**src/rtl/psum_accumulator.sv**
```systemverilog
// psum_accumulator: sums a stream of partial sums (one per beat, vector end
// flagged by in_last) into a wide accumulator and emits one result per vector
// over a valid/ready handshake. Optional saturation, sticky per-vector
// overflow flag, and a sticky length-error flag.
module psum_accumulator #(
  parameter int WIDTH_IN  = 16,
  parameter int WIDTH_ACC = 32,
  parameter bit SIGNED    = 1'b1,
  parameter bit SATURATE  = 1'b1,
  parameter int MAX_LEN   = 256,
  localparam int CW       = $clog2(MAX_LEN + 1)
) (
  input  logic                 clk,
  input  logic                 rst,
  input  logic                 flush,
  input  logic                 in_valid,
  output logic                 in_ready,
  input  logic [WIDTH_IN-1:0]  in_data,
  input  logic                 in_last,
  output logic                 out_valid,
  input  logic                 out_ready,
  output logic [WIDTH_ACC-1:0] out_data,
  output logic [CW-1:0]        out_count,
  output logic                 out_ovf,
  output logic                 len_err
);

  localparam logic [0:0] IDLE = 1'b0;
  localparam logic [0:0] ACC  = 1'b1;

  localparam int                   MSB     = WIDTH_ACC - 1;
  localparam logic [WIDTH_ACC-1:0] SMAX    = {1'b0, {MSB{1'b1}}};
  localparam logic [WIDTH_ACC-1:0] SMIN    = {1'b1, {MSB{1'b0}}};
  localparam logic [WIDTH_ACC-1:0] UMAX    = {WIDTH_ACC{1'b1}};
  localparam logic [CW-1:0]        CNT_MAX = CW'(MAX_LEN);

  logic [0:0]           state;
  logic [WIDTH_ACC-1:0] acc;
  logic [CW-1:0]        count;
  logic                 ovf;

  logic [WIDTH_ACC-1:0] ext;
  logic [WIDTH_ACC-1:0] base;
  logic [WIDTH_ACC:0]   sum_full;
  logic [WIDTH_ACC-1:0] sum_sel;
  logic                 beat_ovf;
  logic                 ovf_next;
  logic [CW-1:0]        cnt_base;
  logic [CW-1:0]        cnt_next;
  logic                 at_max;
  logic                 accept;

  // Widen the incoming partial sum to accumulator width.
  if (SIGNED) begin : g_sext
    assign ext = WIDTH_ACC'($signed(in_data));
  end else begin : g_zext
    assign ext = WIDTH_ACC'(in_data);
  end

  // Stall while a result is waiting; flush also blocks the beat it coincides with.
  assign in_ready = (!out_valid || out_ready) && !flush;
  assign accept   = in_valid && in_ready;

  // Next accumulator value, overflow and beat count for the beat on the inputs.
  always_comb begin
    // NOTE: every signal written here gets a default first, so no path can infer a latch.
    base     = (state == IDLE) ? '0 : acc;
    cnt_base = (state == IDLE) ? '0 : count;
    sum_full = {1'b0, base} + {1'b0, ext};
    sum_sel  = sum_full[MSB:0];
    // Signed overflow equals carry-out XOR carry-into-MSB, which is the same as
    // "operand signs agree and the result sign differs".
    beat_ovf = SIGNED ? (sum_full[WIDTH_ACC] ^ sum_full[MSB] ^ base[MSB] ^ ext[MSB])
                      : sum_full[WIDTH_ACC];
    if (SATURATE && beat_ovf) begin
      // On signed overflow both operands share a sign, so base[MSB] picks the rail.
      sum_sel = SIGNED ? (base[MSB] ? SMIN : SMAX) : UMAX;
    end
    ovf_next = ((state == IDLE) ? 1'b0 : ovf) | beat_ovf;
    at_max   = (cnt_base == CNT_MAX);
    cnt_next = at_max ? cnt_base : cnt_base + CW'(1);
  end

  // Vector state, accumulator and result register.
  always_ff @(posedge clk) begin
    // NOTE: sequential state uses non-blocking assignments so every register
    // samples pre-edge values regardless of statement order.
    if (rst) begin
      state     <= IDLE;
      acc       <= '0;
      count     <= '0;
      ovf       <= 1'b0;
      out_valid <= 1'b0;
      out_data  <= '0;
      out_count <= '0;
      out_ovf   <= 1'b0;
      len_err   <= 1'b0;
    end else begin
      if (out_valid && out_ready) begin
        out_valid <= 1'b0;
      end
      if (flush) begin
        state <= IDLE;
        acc   <= '0;
        count <= '0;
        ovf   <= 1'b0;
      end else if (accept) begin
        if (at_max) begin
          len_err <= 1'b1;
        end
        if (in_last) begin
          // A new result overrides the transfer clear above: back-to-back, no bubble.
          state     <= IDLE;
          acc       <= '0;
          count     <= '0;
          ovf       <= 1'b0;
          out_valid <= 1'b1;
          out_data  <= sum_sel;
          out_count <= cnt_next;
          out_ovf   <= ovf_next;
        end else begin
          state <= ACC;
          acc   <= sum_sel;
          count <= cnt_next;
          ovf   <= ovf_next;
        end
      end
    end
  end

endmodule

```
**config.mk**
```make
export PLATFORM = sky130hd
export DESIGN_NAME = psum_accumulator
export DESIGN_NICKNAME = d
export VERILOG_FILES = /design/src/rtl/psum_accumulator.sv
export SDC_FILE = /design/constraint.sdc
export NUM_CORES = 1
export LEC_CHECK = 0
export BUFFER_PORTS_ARGS = -buffer_cell sky130_fd_sc_hd__buf_2
export CAP_MARGIN = 20
export CORE_UTILIZATION = 53
export DETAILED_ROUTE_END_ITERATION = 6
export PLACE_DENSITY_LB_ADDON = 0.2
export SLEW_MARGIN = 10
export SYNTH_ARGS = -nofsm -noshare
export SYNTH_HDL_FRONTEND = slang
export SYNTH_SLANG_ARGS = --single-unit
```
**constraint.sdc**
```tcl
create_clock -name clk -period 3.9 [get_ports clk]
set_input_delay 0.195 -clock clk [delete_from_list [all_inputs] [get_ports clk]]
set_output_delay 0.195 -clock clk [all_outputs]
set_load 0.02 [all_outputs]
```
==> results.json <==
{
  "clk_transition_reported_paths_ns": 0.10,
  "route.vias.total": 5092,
  "p_per_area_nw_per_um2": 294,
  "worst_slew_margin_rel_pct": 34.4,
  "max-clock-path-buffers": 2,
  "ys_seq_area_share_pct": 32.4,
  "crit_chain": "buf_4 > and2_1 > ha_1 > a211oi_2 > o21bai_2 > a311o_1 > a22o_1 > a2111o_1 > o311a_2 > xor2_4 > buf_6 > buf_4 > nor3_1 > nor3_1",
  "finalHoldWorstSlack_ns": 0.121,
  "drt_drc_violations_left": 0,
  "critPathArrivalTime_ns": 3.98,
  "totalWireLength_mm": 14.4,
  "core-area_um2": 9820,
  "class_of_the_tightest_hold_or_removal_check": "in2reg",
  "synth-edff-count": 0,
  "synthArstFlopShare_pct": 0,
  "h-tree-depth": 3,
  "globalRouteTotalUtil_pct": 28.0,
  "layout.cells.most_common": "sky130_fd_sc_hd__dfxtp_1",
  "antennaDiodeCount": 0,
  "cts_tree": "yes",
  "cts-root-buf": "sky130_fd_sc_hd__clkbuf_8",
  "number_of_standard_cell_rows_in_the_floorplan": 36,
  "die_height_um": 103,
  "first_global_vias": 4795,
  "yosysWarningCount": 0,
  "total_of_hold_buffers_inserted_after_clock_tree_synthesis": 0,
  "hold_path_depth": 3,
  "clkSinkCount": 87,
  "crit-reg2reg-capture": "out_data[13]$_SDFFE_PP0P_",
  "worstHoldEndpoint": "out_valid$_SDFF_PP0_",
  "synth-seq-cells": 87,
  "synth-adder-area-share_pct": 8.47,
  "timing.critical_path.buf_inv": 3,
  "drt-pass1-iter-count": 5,
  "cts_inserted_buffers": 9,
  "ant_nets": 0,
  "worst_path_max_delay_cell": "sky130_fd_sc_hd__a2111o_1",
  "finalCritPeriodShare_pct": 95.8,
  "detail_route.wl_per_cell_um": 16.9,
  "setup_viol": 0,
  "layout-area-overhead-vs-synth_pct": 14.4,
  "synth_cell_types": 64,
  "holdCritStartpoint": "out_ready",
  "path_delay_family": "compound AO/OA/AOI/OAI gates",
  "global_route.overflow_total": 0,
  "post_synth_instance_area_um2": 5380,
  "postSynth.topFlopCell": "sky130_fd_sc_hd__dfxtp_1",
  "synth_simple_gate_area_share_pct": 25.4,
  "report.power.total_mw": 1.81,
  "status": "complete, no violations",
  "pin_count": 67,
  "place_hpwl_mm": 10.6,
  "final_hold_viol_count": 0,
  "cp_data_required_time_ns": 4.15,
  "timing_max_transition_violations_final": 0,
  "die_span_x_um": 103,
  "worstPathMaxFanout": 18,
  "mean_number_of_vias_per_cell": 5.98,
  "mappedNetlistNets": 702,
  "synthesized_area_fraction_occupied_by_ao_oa_aoi_and_oai_cells_pct": 23.1,
  "mux_share_of_post_synthesis_cell_area_pct": 0.558,
  "peakVddDrop_mv": 0.245,
  "design.die.area_um2": 10600,
  "input_output_buffers": 66,
  "final_cell_mix": "86 x sky130_fd_sc_hd__dfxtp_1, 75 x sky130_fd_sc_hd__nor2_1, 66 x sky130_fd_sc_hd__buf_2, 56 x sky130_fd_sc_hd__nor3_1, 46 x sky130_fd_sc_hd__nand2_1",
  "avgSynthCellArea_um2": 8.34,
  "post_cts_buffers": 0,
  "synth_top_family_by_area": "simple AND/OR/NAND/NOR gates",
  "clk_latency_ns": 0.37,
  "finalClockSkew_ns": 0.0123,
  "worst_slew_pin_slew_ns": 0.982,
  "max_clock_freq_mhz": 268,
  "critical_path.reg2reg.startpoint": "state$_SDFFE_PP0P_",
  "path_class": "reg2reg",
  "fin_nets": 771,
  "slowest_cell_delay_on_critical_path_ns": 0.42,
  "floorplan.initialDensity_pct": 54.8,
  "detail_route.iter0.violations": 239,
  "start_kind": "register",
  "rsz0062_at_grt": "false",
  "antenna_found_initial": 0,
  "final_estimated_routing_congestion_in_global_placement": 0.952,
  "grt_pass1_wl_mm": 23.0,
  "regToRegSetupSlack_ns": 0.16,
  "grt_start_max_net_pins": 32,
  "r2r_cells": 14,
  "xor_xnor_portion_of_the_synthesized_cell_area_pct": 5.89,
  "end_kind": "register",
  "power.static_leakage_nw": 2.67,
  "post_synth_inst_count": 645,
  "final_layout_size_suffix_gt1_share_pct": 18.8,
  "post-route-min-period_ns": 3.74,
  "timing.max_cap.violations": 0
}
-- where the power goes --
group          internal (mW)  switching (mW)
logic                  0.104           0.178
clock network          0.237           0.354
registers              0.917          0.0167
total                   1.26           0.549
-- what timing repair did --
action / in CTS / in global routing
setup endpoints to repair: 9 / 53
gates resized for setup: 1 / 7
cloned: 0 / 1
pin swaps: 0 / 2
-- synth_stat cells, types with 3 or more instances --
| master | count | area [um2] |
|---|---|---|
| sky130_fd_sc_hd__and3_1 | 4 | 25.0 |
| sky130_fd_sc_hd__nand2_1 | 46 | 173 |
| sky130_fd_sc_hd__nand4_1 | 6 | 37.5 |
| sky130_fd_sc_hd__a21o_1 | 13 | 97.6 |
| sky130_fd_sc_hd__nand3_1 | 20 | 100 |
| sky130_fd_sc_hd__o211ai_1 | 3 | 22.5 |
| sky130_fd_sc_hd__nand2b_1 | 6 | 37.5 |
| sky130_fd_sc_hd__ha_1 | 34 | 425 |
| sky130_fd_sc_hd__o21bai_1 | 6 | 45.0 |
| sky130_fd_sc_hd__a221o_1 | 34 | 340 |
| sky130_fd_sc_hd__xor2_1 | 9 | 78.8 |
| sky130_fd_sc_hd__a31oi_1 | 3 | 18.8 |
| sky130_fd_sc_hd__o311a_1 | 3 | 30.0 |
| sky130_fd_sc_hd__nor2_1 | 76 | 285 |
| sky130_fd_sc_hd__buf_1 | 3 | 11.3 |
| sky130_fd_sc_hd__mux2i_1 | 3 | 30.0 |
| sky130_fd_sc_hd__nor3_1 | 56 | 280 |
| sky130_fd_sc_hd__or4b_1 | 3 | 30.0 |
| sky130_fd_sc_hd__dfxtp_1 | 87 | 1740 |
| sky130_fd_sc_hd__inv_1 | 7 | 26.3 |
| sky130_fd_sc_hd__o21ai_0 | 19 | 95.1 |
| sky130_fd_sc_hd__xnor2_1 | 24 | 210 |
| sky130_fd_sc_hd__clkbuf_1 | 24 | 90.1 |
| sky130_fd_sc_hd__buf_2 | 7 | 35.0 |
| sky130_fd_sc_hd__nand3b_1 | 6 | 45.0 |
| sky130_fd_sc_hd__and2_1 | 38 | 238 |
| sky130_fd_sc_hd__o21a_1 | 4 | 30.0 |
| sky130_fd_sc_hd__a21oi_1 | 39 | 195 |
| sky130_fd_sc_hd__o221a_2 | 5 | 56.3 |
| sky130_fd_sc_hd__buf_6 | 6 | 67.6 |
| sky130_fd_sc_hd__a211oi_1 | 5 | 37.5 |
| sky130_fd_sc_hd__nor2b_1 | 5 | 31.3 |
| sky130_fd_sc_hd__a22oi_1 | 6 | 45.0 |
-- metrics by stage --
stage / util (%) / instance area [um2] / instances / setup slack (ns) / setup TNS, ns
finish: 62.7 / 6150 / 852 / 0.164 / 0
global route: 62.7 / 6150 / 852 / 0.0138 / 0
CTS: 62.2 / 6110 / 851 / 0.0919 / 0
detailed placement: 60.4 / 5930 / 835 / -0.0172 / -0.0172
global placement: 60.4 / 5930 / 835 / 0.0249 / 0
floorplan: - / 5380 / 645 / 0.0278 / 0
-- metal layers --
metal / track usage, % / vias to the layer above / share of wire [%]
met3: 5.22 / 17 / 5.0
met2: 49.1 / 160 / 49
met4: 8.34 / 0 / 1.4
met5: 0 / - / 0
met1: 34.8 / 2411 / 44
li1: - / 2504 / -
-- worst min-delay path: stages --
cell	delay (ns)
sky130_fd_sc_hd__buf_2	0.08
sky130_fd_sc_hd__nand2b_1	0.11
sky130_fd_sc_hd__a21oi_1	0.06
-- kinds of logic (layout without fill, tap and decap cells) --
group,Yosys count,after routing
and+or+nand+nor,276,276
AOI/OAI and AO/OA,162,163
DFF,87,87
buffers and inverters,47,120
adders and majority gates,36,36
xor gates and xnor gates,34,34
muxes,3,3
-- worst max path at each step --
stage,start,end,slack (ns),depth (start not counted)
6_report,state$_SDFFE_PP0P_,out_data[13]$_SDFFE_PP0P_,0.16,14
5_1_grt,state$_SDFFE_PP0P_,acc[12]$_SDFFE_PP0P_,0.01,15
4_1_cts,state$_SDFFE_PP0P_,out_data[13]$_SDFFE_PP0P_,0.09,15
3_5_place_dp,state$_SDFFE_PP0P_,out_data[13]$_SDFFE_PP0P_,-0.02,13
3_3_place_gp,state$_SDFFE_PP0P_,out_data[13]$_SDFFE_PP0P_,0.02,15
2_1_floorplan,state$_SDFFE_PP0P_,acc[1]$_SDFFE_PP0P_,0.03,15
-- area by class of cell --
class | count | area [um2]
repair buffers | 97 | 596
clock buffers | 9 | 124
fillers | 887 | 3660
well taps | 133 | 166
flip-flops and latches | 87 | 1750
clock inverters | 7 | 55.1
multi-input cells | 512 | 3440
inverters | 7 | 26.3
-- flip-flops by register name, summed over array words and instances (netlist names) --
| register | cells |
|---|---|
| acc | 32 |
| out_data | 32 |
| count | 9 |
| out_count | 9 |
| len_err | 1 |
| out_ovf | 1 |
| out_valid | 1 |
| ovf | 1 |
| state | 1 |
(Power assumes the default switching activity.)
